## config.mk

```make
export PLATFORM = sky130hd
export DESIGN_NAME = tmr_simplex_voter
export DESIGN_NICKNAME = d
export VERILOG_FILES = /design/src/rtl/tmr_simplex_voter.sv
export SDC_FILE = /design/constraint.sdc
export NUM_CORES = 1
export LEC_CHECK = 0
export BUFFER_PORTS_ARGS = -buffer_cell sky130_fd_sc_hd__buf_2
export CELL_PAD_IN_SITES_DETAIL_PLACEMENT = 1
export CELL_PAD_IN_SITES_GLOBAL_PLACEMENT = 2
export CORE_MARGIN = 2
export CORE_UTILIZATION = 30
export DETAILED_ROUTE_END_ITERATION = 8
export GPL_TIMING_DRIVEN = 0
export PLACE_DENSITY = 0.74
export SYNTH_ARGS = -nofsm -noshare
export SYNTH_HDL_FRONTEND = slang
export SYNTH_SLANG_ARGS = --single-unit
export TNS_END_PERCENT = 30
```

## constraint.sdc

```tcl
create_clock -name clk -period 2.8 [get_ports clk]
set_input_delay 0.42 -clock clk [delete_from_list [all_inputs] [get_ports clk]]
set_output_delay 0.42 -clock clk [all_outputs]
set_load 0.01 [all_outputs]
```

## src/rtl/tmr_simplex_voter.sv

```systemverilog
// Triple-modular-redundancy voter with lane retirement: TMR -> DUPLEX -> FAIL.
// Bitwise majority is registered to vote_out; persistent miscompares retire lanes.
module tmr_simplex_voter #(
   parameter int unsigned WIDTH  = 8,
   parameter int unsigned THRESH = 1,
   parameter int unsigned CNT_W  = 16
) (
   input  logic             clk,
   input  logic             rst,
   input  logic             clr,
   input  logic [WIDTH-1:0] in_a,
   input  logic [WIDTH-1:0] in_b,
   input  logic [WIDTH-1:0] in_c,
   input  logic             err_ctrl_a,
   input  logic             err_ctrl_b,
   input  logic             err_ctrl_c,
   output logic [WIDTH-1:0] vote_out,
   output logic             tmr_error,
   output logic [2:0]       lane_fail,
   output logic [1:0]       mode,
   output logic             fatal,
   output logic [CNT_W-1:0] err_count
);

   localparam int unsigned CW = ($clog2(THRESH + 1) < 1) ? 1 : $clog2(THRESH + 1);
   localparam logic [CW-1:0] TH = CW'(THRESH);

   typedef enum logic [1:0] {
      MODE_TMR    = 2'b00,
      MODE_DUPLEX = 2'b01,
      MODE_FAIL   = 2'b10
   } mode_t;

   mode_t            r_mode,      w_mode_nxt;
   logic [CW-1:0]    r_cnt_a,     w_cnt_a_nxt;
   logic [CW-1:0]    r_cnt_b,     w_cnt_b_nxt;
   logic [CW-1:0]    r_cnt_c,     w_cnt_c_nxt;
   logic [CW-1:0]    r_cnt_d,     w_cnt_d_nxt;
   logic [2:0]       r_lane_fail, w_lane_fail_nxt;
   logic [WIDTH-1:0] r_vote,      w_vote_nxt;
   logic             r_tmr_error, w_tmr_error_nxt;
   logic [CNT_W-1:0] r_err_count, w_err_count_nxt;

   logic [WIDTH-1:0] w_e_a, w_e_b, w_e_c;
   logic [WIDTH-1:0] w_maj;
   logic [WIDTH-1:0] w_e_p, w_e_q;
   logic             w_mis_a, w_mis_b, w_mis_c, w_mis_d;
   logic [CNT_W-1:0] w_err_inc;
   logic [CW-1:0]    w_step_a, w_step_b, w_step_c, w_step_d;
   logic [2:0]       w_reach;

   // Consecutive-miscompare counter: clears on a match, saturates at THRESH.
   function automatic logic [CW-1:0] cnt_step(input logic mis, input logic [CW-1:0] cnt);
      if (!mis)
         return '0;
      return (cnt >= TH) ? cnt : cnt + CW'(1);
   endfunction

   assign w_e_a = err_ctrl_a ? ~in_a : in_a;
   assign w_e_b = err_ctrl_b ? ~in_b : in_b;
   assign w_e_c = err_ctrl_c ? ~in_c : in_c;

   assign w_maj   = (w_e_a & w_e_b) | (w_e_a & w_e_c) | (w_e_b & w_e_c);
   assign w_mis_a = (w_e_a != w_maj);
   assign w_mis_b = (w_e_b != w_maj);
   assign w_mis_c = (w_e_c != w_maj);

   // Duplex pair: p is the lower-index surviving lane and drives the output.
   always_comb begin
      w_e_p = w_e_a;
      w_e_q = w_e_b;
      case (r_lane_fail)
         3'b001: begin
            w_e_p = w_e_b;
            w_e_q = w_e_c;
         end
         3'b010: w_e_q = w_e_c;
         default: begin
         end
      endcase
   end

   assign w_mis_d   = (w_e_p != w_e_q);
   assign w_err_inc = (r_err_count == '1) ? r_err_count : r_err_count + CNT_W'(1);

   assign w_step_a = cnt_step(w_mis_a, r_cnt_a);
   assign w_step_b = cnt_step(w_mis_b, r_cnt_b);
   assign w_step_c = cnt_step(w_mis_c, r_cnt_c);
   assign w_step_d = cnt_step(w_mis_d, r_cnt_d);
   assign w_reach  = {w_step_c == TH, w_step_b == TH, w_step_a == TH};

   always_comb begin
      w_mode_nxt      = r_mode;
      w_cnt_a_nxt     = r_cnt_a;
      w_cnt_b_nxt     = r_cnt_b;
      w_cnt_c_nxt     = r_cnt_c;
      w_cnt_d_nxt     = r_cnt_d;
      w_lane_fail_nxt = r_lane_fail;
      w_vote_nxt      = r_vote;
      w_tmr_error_nxt = r_tmr_error;
      w_err_count_nxt = r_err_count;

      if (clr) begin
         w_mode_nxt      = MODE_TMR;
         w_cnt_a_nxt     = '0;
         w_cnt_b_nxt     = '0;
         w_cnt_c_nxt     = '0;
         w_cnt_d_nxt     = '0;
         w_lane_fail_nxt = '0;
         w_vote_nxt      = w_maj;
         w_tmr_error_nxt = 1'b0;
         w_err_count_nxt = '0;
      end else begin
         case (r_mode)
            MODE_TMR: begin
               w_vote_nxt      = w_maj;
               w_tmr_error_nxt = w_mis_a | w_mis_b | w_mis_c;
               if (w_mis_a | w_mis_b | w_mis_c)
                  w_err_count_nxt = w_err_inc;
               w_cnt_a_nxt = w_step_a;
               w_cnt_b_nxt = w_step_b;
               w_cnt_c_nxt = w_step_c;
               case (w_reach)
                  3'b000: begin
                  end
                  3'b001, 3'b010, 3'b100: begin
                     w_lane_fail_nxt = w_reach;
                     w_mode_nxt      = MODE_DUPLEX;
                     w_cnt_a_nxt     = '0;
                     w_cnt_b_nxt     = '0;
                     w_cnt_c_nxt     = '0;
                     w_cnt_d_nxt     = '0;
                  end
                  default: w_mode_nxt = MODE_FAIL;
               endcase
            end
            MODE_DUPLEX: begin
               w_vote_nxt      = w_e_p;
               w_tmr_error_nxt = w_mis_d;
               if (w_mis_d)
                  w_err_count_nxt = w_err_inc;
               w_cnt_d_nxt = w_step_d;
               if (w_step_d == TH)
                  w_mode_nxt = MODE_FAIL;
            end
            default: begin
               w_mode_nxt      = MODE_FAIL;
               w_tmr_error_nxt = 1'b1;
               w_err_count_nxt = w_err_inc;
            end
         endcase
      end
   end

   always_ff @(posedge clk or negedge rst) begin
      if (!rst) begin
         r_mode      <= MODE_TMR;
         r_cnt_a     <= '0;
         r_cnt_b     <= '0;
         r_cnt_c     <= '0;
         r_cnt_d     <= '0;
         r_lane_fail <= '0;
         r_vote      <= '0;
         r_tmr_error <= 1'b0;
         r_err_count <= '0;
      end else begin
         r_mode      <= w_mode_nxt;
         r_cnt_a     <= w_cnt_a_nxt;
         r_cnt_b     <= w_cnt_b_nxt;
         r_cnt_c     <= w_cnt_c_nxt;
         r_cnt_d     <= w_cnt_d_nxt;
         r_lane_fail <= w_lane_fail_nxt;
         r_vote      <= w_vote_nxt;
         r_tmr_error <= w_tmr_error_nxt;
         r_err_count <= w_err_count_nxt;
      end
   end

   assign vote_out  = r_vote;
   assign tmr_error = r_tmr_error;
   assign lane_fail = r_lane_fail;
   assign mode      = r_mode;
   assign fatal     = (r_mode == MODE_FAIL);
   assign err_count = r_err_count;

endmodule

```

; ---- After elaboration in Yosys (flattened, before gate mapping)
; Index checks and enable logic that the tools add are counted.
[word_totals]
ff_bits = 34
in_bits = 30
output_inout_bits = 31
[classes]
addsub = 5
n_lt_le_gt_ge = 4
eq_ne = 17
n_mux = 41
bitwise_logic = 10
reduce_logical = 11
[op_table]
columns = op, n
row1 = $mux 16, 4
row2 = $mux 8, 6
row3 = $ne 8x8->1, 4
row4 = $pmux 16 s2, 1
row5 = $and 8x8->8, 3
row6 = $not 8->8, 3
row7 = $mux 1, 20
row8 = $add 16x1->16 const B, 1
row9 = $eq 16x16->1 const B, 1
row10 = $or 8x8->8, 2
row11 = $pmux 8 s2, 1
row12 = $ne 3x3->1 const B, 4
row13 = $mux 3, 3
row14 = $pmux 2 s2, 2
row15 = $reduce_and 2->1, 4
row16 = $eq 3x1->1 const B, 2
row17 = $eq 3x2->1 const B, 2
row18 = $add 1x1->1 const B, 4
row19 = $ge 1x1->1 const B, 4
row20 = $mux 2, 2
row21 = $pmux 1 s2, 2
row22 = $reduce_bool 2->1, 2
row23 = $eq 3x3->1 const B, 1
row24 = $logic_not 3->1, 1
row25 = other kinds (8), 9

; ---- Depth between registers and ports, before layout
; Gate-level depths: netlist (run 1).
[logic_depth]
word_depth = 12
depth_mapped = 11
mapped_depth_nobuf = 9

; ---- Worst setup path after synthesis (run 1)
; OpenSTA, ideal clock, no wires.
[synth_path]
path_kind = in2reg
from = in err_ctrl_b
to = reg r_err_count[15], in the netlist err_count[15]
setup_ns = 0.128
arrival_time_ns = 2.674
setup_slack_ns = -0.002
stages = 9
cell_sequence = buf_6 xnor2_4 or3b_1 and4_1 a211o_1 a2111oi_1 nand4_1 nand4_1 mux2_1
[synth_via]
elab_chain_cells = 9
word_cells_on_any_way = 16
classes_between = eq/ne (6) / mux (3) / bitwise (6) / reduce/logical (1)
[synth_lines]
columns = element, line
row1 = start: declaration, 15  ; input logic err_ctrl_b,
row2 = $mux 8 *, 60  ; assign w_e_b = err_ctrl_b ? ~in_b : in_b;
row3 = $and 8x8->8, 63  ; assign w_maj = (w_e_a & w_e_b) | (w_e_a & w_e_c) | (w_e_b & w_e_c);
row4 = $or 8x8->8 (2 in a row), 63
row5 = $ne 8x8->1 (on tied branches), "64, 65"
row6 = $or 1x1->1 (2 in a row), 118  ; if (w_mis_a | w_mis_b | w_mis_c)
row7 = $ne 3x3->1 (no source line), n/a
row8 = $reduce_and 2->1 (no source line) *, n/a
row9 = end signal: assignment, 175  ; r_err_count <= w_err_count_nxt;
row10 = end: declaration, 42  ; logic [CNT_W-1:0] r_err_count, w_err_count_nxt;
; Mark *: on every way between the ends. The rest lies on a longest branch, timed or not.
; A chain may end at the register's enable or synchronous reset.

; ---- Worst setup path after layout (run 1)
[layout_path]
from = reg r_lane_fail[0], in the netlist lane_fail[0]
to = reg r_err_count[14], in the netlist err_count[14]
[layout_via]
elab_chain_cells = 6
word_cells_on_any_way = 8
classes_between = eq/ne (4) / mux (2) / reduce/logical (2)
[layout_lines]
columns = element, line
row1 = start: declaration, 39  ; logic [2:0] r_lane_fail, w_lane_fail_nxt;
row2 = start signal: assignment, 172  ; r_lane_fail <= w_lane_fail_nxt;
row3 = $eq 3x2->1 or $eq 3x1->1 (tied branches), 72  ; case (r_lane_fail)
row4 = $reduce_or 2->1 (no source line), n/a
row5 = $mux 8, 72
row6 = $ne 8x8->1 *, 83  ; assign w_mis_d = (w_e_p != w_e_q);
row7 = $ne 3x3->1 (no source line) *, n/a
row8 = $reduce_and 2->1 (no source line) *, n/a
; Marked as above.

==> results of run 1 <==
## layout by cell type (no fill, tap or decap), types with 4 or more instances in the layout
cell	netlist	layout
a31oi_1	8	8
o21ai_0	14	14
buf_4	0	9
o21ai_1	4	4
clkbuf_8	0	6
dfrtp_1	30	29
or3_1	12	12
nor3b_1	5	5
a211oi_1	4	4
and3_1	6	6
buf_6	5	6
xnor2_1	45	38
nor3_1	10	9
o211ai_1	8	8
xor2_1	36	35
nand2b_1	4	4
nor2_1	43	41
o22ai_1	6	6
nand3_1	26	26
inv_1	6	6
a21oi_1	31	31
nand2_1	28	28
clkbuf_1	8	6
a22oi_1	4	4
xnor2_2	3	10
buf_2	1	56
## metrics by stage
step | util, % | setup TNS, ns | hold slack [ns] | setup slack [ns] | std cells
6_report | 38.1 | 0 | 0.166 | 0.108 | 618
5_1_grt | 38.1 | 0 | 0.218 | 0.0216 | 618
4_1_cts | 36.7 | 0 | 0.197 | 0.0146 | 615
3_5_place_dp | 35.0 | -11.29 | 0.505 | -0.685 | 603
3_3_place_gp | 35.0 | -8.88 | 0.500 | -0.589 | 603
2_1_floorplan | - | 0 | 0.124 | 0.0225 | 408
## state kept, by name (all words and copies together), names as in the netlist
| register | count |
|---|---|
| err_count | 16 |
| mode | 2 |
| lane_fail | 3 |
| vote_out | 8 |
| tmr_error | 1 |
## worst max-delay path by stage
stage                 start             to  depth (start not counted)
4_1_cts          err_ctrl_b  err_count[15]                         10
5_1_grt        lane_fail[0]   err_count[7]                         11
2_1_floorplan    err_ctrl_c  err_count[14]                         11
6_report       lane_fail[0]  err_count[14]                         10
3_5_place_dp     err_ctrl_c   err_count[3]                         10
3_3_place_gp     err_ctrl_a   err_count[3]                         11
## kinds of logic after synthesis
kind of cell	Yosys count	synth area share, %
AND/OR/NAND/NOR	160	25.7
flip-flops	30	22.5
XOR/XNOR	88	25.3
AO/OA/AOI/OAI	101	19.9
adder cells (fa/ha/maj)	1	0.375
multiplexers	6	2.02
buffers and inverters	22	4.12
## power groups by stage
| stage | combinational (W) | sequential [W] | clock (W) |
|---|---|---|---|
| global placement | 0.000619 | 0.000489 | 0 |
| CTS | 0.000652 | 0.000486 | 0.000461 |
| floorplan | 0.000427 | 0.000500 | 0 |
| finish | 0.000680 | 0.000487 | 0.000454 |
| detailed placement | 0.000635 | 0.000489 | 0 |
| global route | 0.000745 | 0.000492 | 0.000480 |
## per-layer routing
layer,global-route usage (%),part of all wire (%)
met5,0,0
met4,4.97,1.5
met3,2.90,3.0
met2,34.2,50
met1,22.9,45
## area by class of cell
type	count	area, sq um	area share [%]
clock inverter	1	30.0	0.728
multi-input combinational	356	2600	63.1
buffer	15	115	2.79
inverter	6	22.5	0.546
clock buffer	6	82.6	2.00
timing repair buffer	64	347	8.40
tap	140	175	4.25
sequential	30	752	18.2
## timing repair
action,CTS,global route
hold endpoints to repair,0,0
endpoints found under the setup margin,19,17
setup buffers,6,3
gates resized for setup,7,20
cloned,0,0
pin swaps,4,5
==> flow_metrics.env, run 1 <==
export IMPL_gp_congestion=0.884
export IMPL_cts_root_buf="clkbuf_8"
export IMPL_cts_hold_buf=0
export IMPL_synth_top_cell_by_area="dfrtp_1"
export IMPL_die_y_microns=109
export IMPL_top_level_ports=61
export IMPL_dr_pass1_iters=4
export IMPL_critPathRequiredTime_ns=2.96
export IMPL_start_util_pct=30.8
export IMPL_layout_drive_gt1_share_pct=24.7
export IMPL_worst_path_dominant_cell_family="simple AND/OR/NAND/NOR gates"
export IMPL_finalCritPeriodShare_pct=96.1
export IMPL_grt_antenna_before_repair=0
export IMPL_intPower_w=0.00102
export IMPL_worstPathCellList="buf_4 -> or3b_2 -> a211o_1 -> nand3b_1 -> a211o_1 -> nor4_2 -> o2111a_2 -> o21bai_4 -> nor3_4 -> mux2_4"
export IMPL_overflow=0
export IMPL_dpl_cell_area_sq_um=3790
export IMPL_groute_usage_overall_pct=18.8
export IMPL_vdd_ir_drop_worst_v=0.000158
export IMPL_grt_pass1_vias=3351
export IMPL_p_total_w=0.00162
export IMPL_slew_headroom_pct=54.3
export IMPL_routed_wl_mm=10.9
export IMPL_reg2reg_to="err_count[14]"
export IMPL_crit_buf_inv=1
export IMPL_nets=509
export IMPL_synth_edf_count=0
export IMPL_yosys_area_top_type_share_pct=22.5
export IMPL_synth_area_per_cell_sq_um=8.18
export IMPL_endpoint_kind="register"
export IMPL_syn_num_nets=439
export IMPL_num_vias=3267
export IMPL_hold_viol=0
export IMPL_clock_power_share_pct=28.0
export IMPL_crit_path_max_fanout=10
export IMPL_fillers=1316
export IMPL_io_buffers=55
export IMPL_synthArstFlopShare_pct=100
export IMPL_synth_commonest_cells="xnor2_1, nor2_1, xor2_1, a21oi_1, dfrtp_1"
export IMPL_drv_slew=0
export IMPL_drtIter0Drc=79
export IMPL_hold_class="in -> async"
export IMPL_fin_skew_ns=0.0153
export IMPL_n_antenna_cell=0
export IMPL_grt_max_degree=31
export IMPL_tightest_slew_ns=0.685
export IMPL_r2r_start="lane_fail[0]"
export IMPL_setup_viol=0
export IMPL_maxCapViolCount=0
export IMPL_ys_flop_type="dfrtp_1"
export IMPL_rsz0062_at_grt="false"
export IMPL_yosys_register_bits=30
export IMPL_htreeDepth=2
export IMPL_clock_sinks=30
export IMPL_design_area_sq_um=4130
export IMPL_crit_type="reg -> reg"
export IMPL_crit_top_cell="a211o_1"
export IMPL_die_x_microns=109
export IMPL_clockBufferDepth=2
export IMPL_cts_tree="done"
export IMPL_syn_inst=408
export IMPL_p_seq_share_pct=30.0
export IMPL_cp_arrival_ns=2.85
export IMPL_switching_power_w=0.000598
export IMPL_viasPerCell=5.29
export IMPL_status="finished clean"
export IMPL_fmax_ghz=0.371
export IMPL_die_area_sq_um=12000
export IMPL_clock_latency_ns=0.29
export IMPL_synth_most_common_cell="xnor2_1"
export IMPL_wire_per_inst_microns=17.6
export IMPL_area_delta_synth_final_pct=23.6
export IMPL_ys_types=69
export IMPL_drc=0
export IMPL_slowest_delay_ns=0.50
export IMPL_r2r_cells=10
export IMPL_rows=38
export IMPL_fin_crit_ns=2.69
export IMPL_syn_area_sq_um=3340
export IMPL_yosysSeqAreaShare_pct=22.5
export IMPL_numCtsBuffers=5
export IMPL_start_kind="register"
export IMPL_p_per_area_nw_per_um2=393
export IMPL_dp_final_hpwl_mm=8.78
export IMPL_comb_power_share_pct=41.9
export IMPL_postRouteAntennaNets=0
export IMPL_cp_slowest_cell="or3b_2"
export IMPL_p_leak_nw=1.65
export IMPL_yosysWarnings=0
export IMPL_clkTransAtPathRegs_ns=0.07
export IMPL_grt_pass1_wl_mm=17.3
export IMPL_core_area_sq_um=10800
export IMPL_reg2reg_slack_ns=0.11
export IMPL_swShare_pct=36.9
export IMPL_yosys_top_cells_area="dfrtp_1, xnor2_1, xor2_1, nor2_1, a21oi_1"
(Power assumes the default switching activity.)
==> run 2: changes to the inputs <==
PLACE_DENSITY = 0.77   (was 0.74)
clock period = 2.4 ns   (was 2.8 ns; I/O delays follow)
==> flow_metrics.env, run 2 (synthesized netlist as in run 1, its figures left out) <==
export IMPL_viasPerCell=5.46
export IMPL_crit_path_max_fanout=8
export IMPL_hold_class="in -> async"
export IMPL_largest_reg_flops=16
export IMPL_p_per_area_nw_per_um2=410
export IMPL_dr_pass1_iters=4
export IMPL_layout_drive_gt1_share_pct=39.7
export IMPL_dp_final_hpwl_mm=8.88
export IMPL_switching_power_w=0.000790
export IMPL_fmax_ghz=0.404
export IMPL_htreeDepth=2
export IMPL_fin_skew_ns=0.0146
export IMPL_crit_type="in -> reg"
export IMPL_maxCapViolCount=0
export IMPL_numCtsBuffers=5
export IMPL_preCtsSetupSlack_ns=-0.780
export IMPL_drtIter0Drc=144
export IMPL_num_vias=3624
export IMPL_routed_wl_mm=12.5
export IMPL_grt_pass1_wl_mm=19.7
export IMPL_design_area_sq_um=4930
export IMPL_intPower_w=0.00123
export IMPL_grt_antenna_before_repair=0
export IMPL_grt_pass1_vias=3835
export IMPL_gp_congestion=0.886
export IMPL_io_buffers=55
export IMPL_setup_viol=8
export IMPL_groute_usage_overall_pct=21.4
export IMPL_cp_endpoint="err_count[11]"
export IMPL_drc=0
export IMPL_top_level_ports=61
export IMPL_rsz0062_at_grt="true"
export IMPL_cp_arrival_ns=2.70
export IMPL_clockBufferDepth=2
export IMPL_n_antenna_cell=0
export IMPL_final_common_cell="buf_2"
export IMPL_fillers=1286
export IMPL_area_delta_synth_final_pct=47.7
export IMPL_clock_power_share_pct=21.4
export IMPL_die_area_sq_um=12000
export IMPL_p_seq_share_pct=27.9
export IMPL_clock_sinks=30
export IMPL_grt_max_degree=31
export IMPL_violations="negative setup slack"
export IMPL_wire_per_inst_microns=18.8
export IMPL_reg2reg_slack_ns=-0.06
export IMPL_die_y_microns=109
export IMPL_start_util_pct=30.8
export IMPL_hold_viol=0
export IMPL_tightest_slew_ns=0.697
export IMPL_critPathRequiredTime_ns=2.63
export IMPL_p_leak_nw=2.01
export IMPL_endpoint_kind="register"
export IMPL_start_kind="primary input"
export IMPL_dpl_cell_area_sq_um=3850
export IMPL_overflow=0
export IMPL_layout_setup_ws_ns=-0.0730
export IMPL_clkTransAtPathRegs_ns=0.08
export IMPL_p_total_w=0.00202
export IMPL_nets=554
export IMPL_cts_root_buf="clkbuf_8"
export IMPL_r2r_cells=11
export IMPL_postRouteAntennaNets=0
export IMPL_cp_startpoint="err_ctrl_b"
export IMPL_reg2reg_to="err_count[11]"
export IMPL_comb_power_share_pct=50.8
export IMPL_rows=38
export IMPL_fin_crit_ns=2.47
export IMPL_clock_latency_ns=0.29
export IMPL_r2r_start="lane_fail[0]"
export IMPL_final_cell_mix="buf_2, buf_4, nor2_1"
export IMPL_vdd_ir_drop_worst_v=0.000166
export IMPL_drv_slew=0
export IMPL_swShare_pct=39.1
export IMPL_slew_headroom_pct=53.5
export IMPL_core_area_sq_um=10800
export IMPL_die_x_microns=109
export IMPL_status="finished with violations"
export IMPL_cts_tree="done"
export IMPL_finalCritPeriodShare_pct=103
==> run 2: layout make-up <==
cell class,instances,area [sq um],area share [%]
Multi-Input combinational cell,357,3010,61.0
Clock buffer,6,82.6,1.68
Tap cell,140,175,3.56
Timing Repair Buffer,108,701,14.2
Inverter,6,22.5,0.457
Buffer,15,173,3.50
Sequential cell,30,753,15.3
Clock inverter,2,12.5,0.254
==> run 2: repair_timing <==
item	4_1_cts	5_1_grt
pin swaps	24	20
buffers inserted	38	15
gates resized for setup	63	36
hold buffers	0	0
cloned	1	0
endpoints found under the setup margin	24	25
==> run 2: critical path, stage by stage <==
cell and delay, ns:
buf_12 0.13, buf_12 0.15, buf_8 0.14, buf_4 0.15, xnor2_4 0.16, or3_4 0.40, nand3_2 0.09, nor4_4 0.06
buf_4 0.14, nand4_4 0.16, nand4_4 0.17, or4_1 0.50, nand2_1 0.08
==> run 2: power by group through the flow <==
stage | logic [W] | clock network (W) | registers, W
floorplan | 0.000515 | 0 | 0.000584
global placement | 0.000738 | 0 | 0.000570
detailed placement | 0.000757 | 0 | 0.000571
CTS | 0.000942 | 0.000443 | 0.000563
global route | 0.00111 | 0.000466 | 0.000568
finish | 0.00103 | 0.000432 | 0.000563
==> run 2: per-layer routing <==
| metal | up-vias | share of wire, % | global-route usage (%) |
|---|---|---|---|
| li1 | 1702 | - | - |
| met1 | 1793 | 42 | 25.4 |
| met2 | 100 | 51 | 39.2 |
| met3 | 29 | 3.8 | 2.67 |
| met4 | 0 | 2.8 | 7.69 |
| met5 | - | 0 | 0 |
==> run 2: through the flow <==
step / instances / utilization [%] / setup TNS (ns) / hold WS [ns]
3_5_place_dp: 603 / 35.5 / -13.34 / 0.450
2_1_floorplan: 408 / - / -2.89 / 0.0644
3_3_place_gp: 603 / 35.5 / -12.05 / 0.446
4_1_cts: 649 / 42.6 / -1.24 / 0.141
5_1_grt: 664 / 45.5 / -2.27 / 0.170
6_report: 664 / 45.5 / -0.235 / 0.113
==> run 2: how the worst min path moves through the flow <==
stage | startpoint | to | slack [ns] | cells after the start
after floorplan | rst | err_count[0] | 0.06 | 0
after global placement | rst | lane_fail[0] | 0.45 | 1
after detailed placement | rst | lane_fail[0] | 0.45 | 1
after CTS | rst | lane_fail[0] | 0.14 | 1
after global routing | rst | lane_fail[0] | 0.17 | 1
final | rst | lane_fail[0] | 0.11 | 1
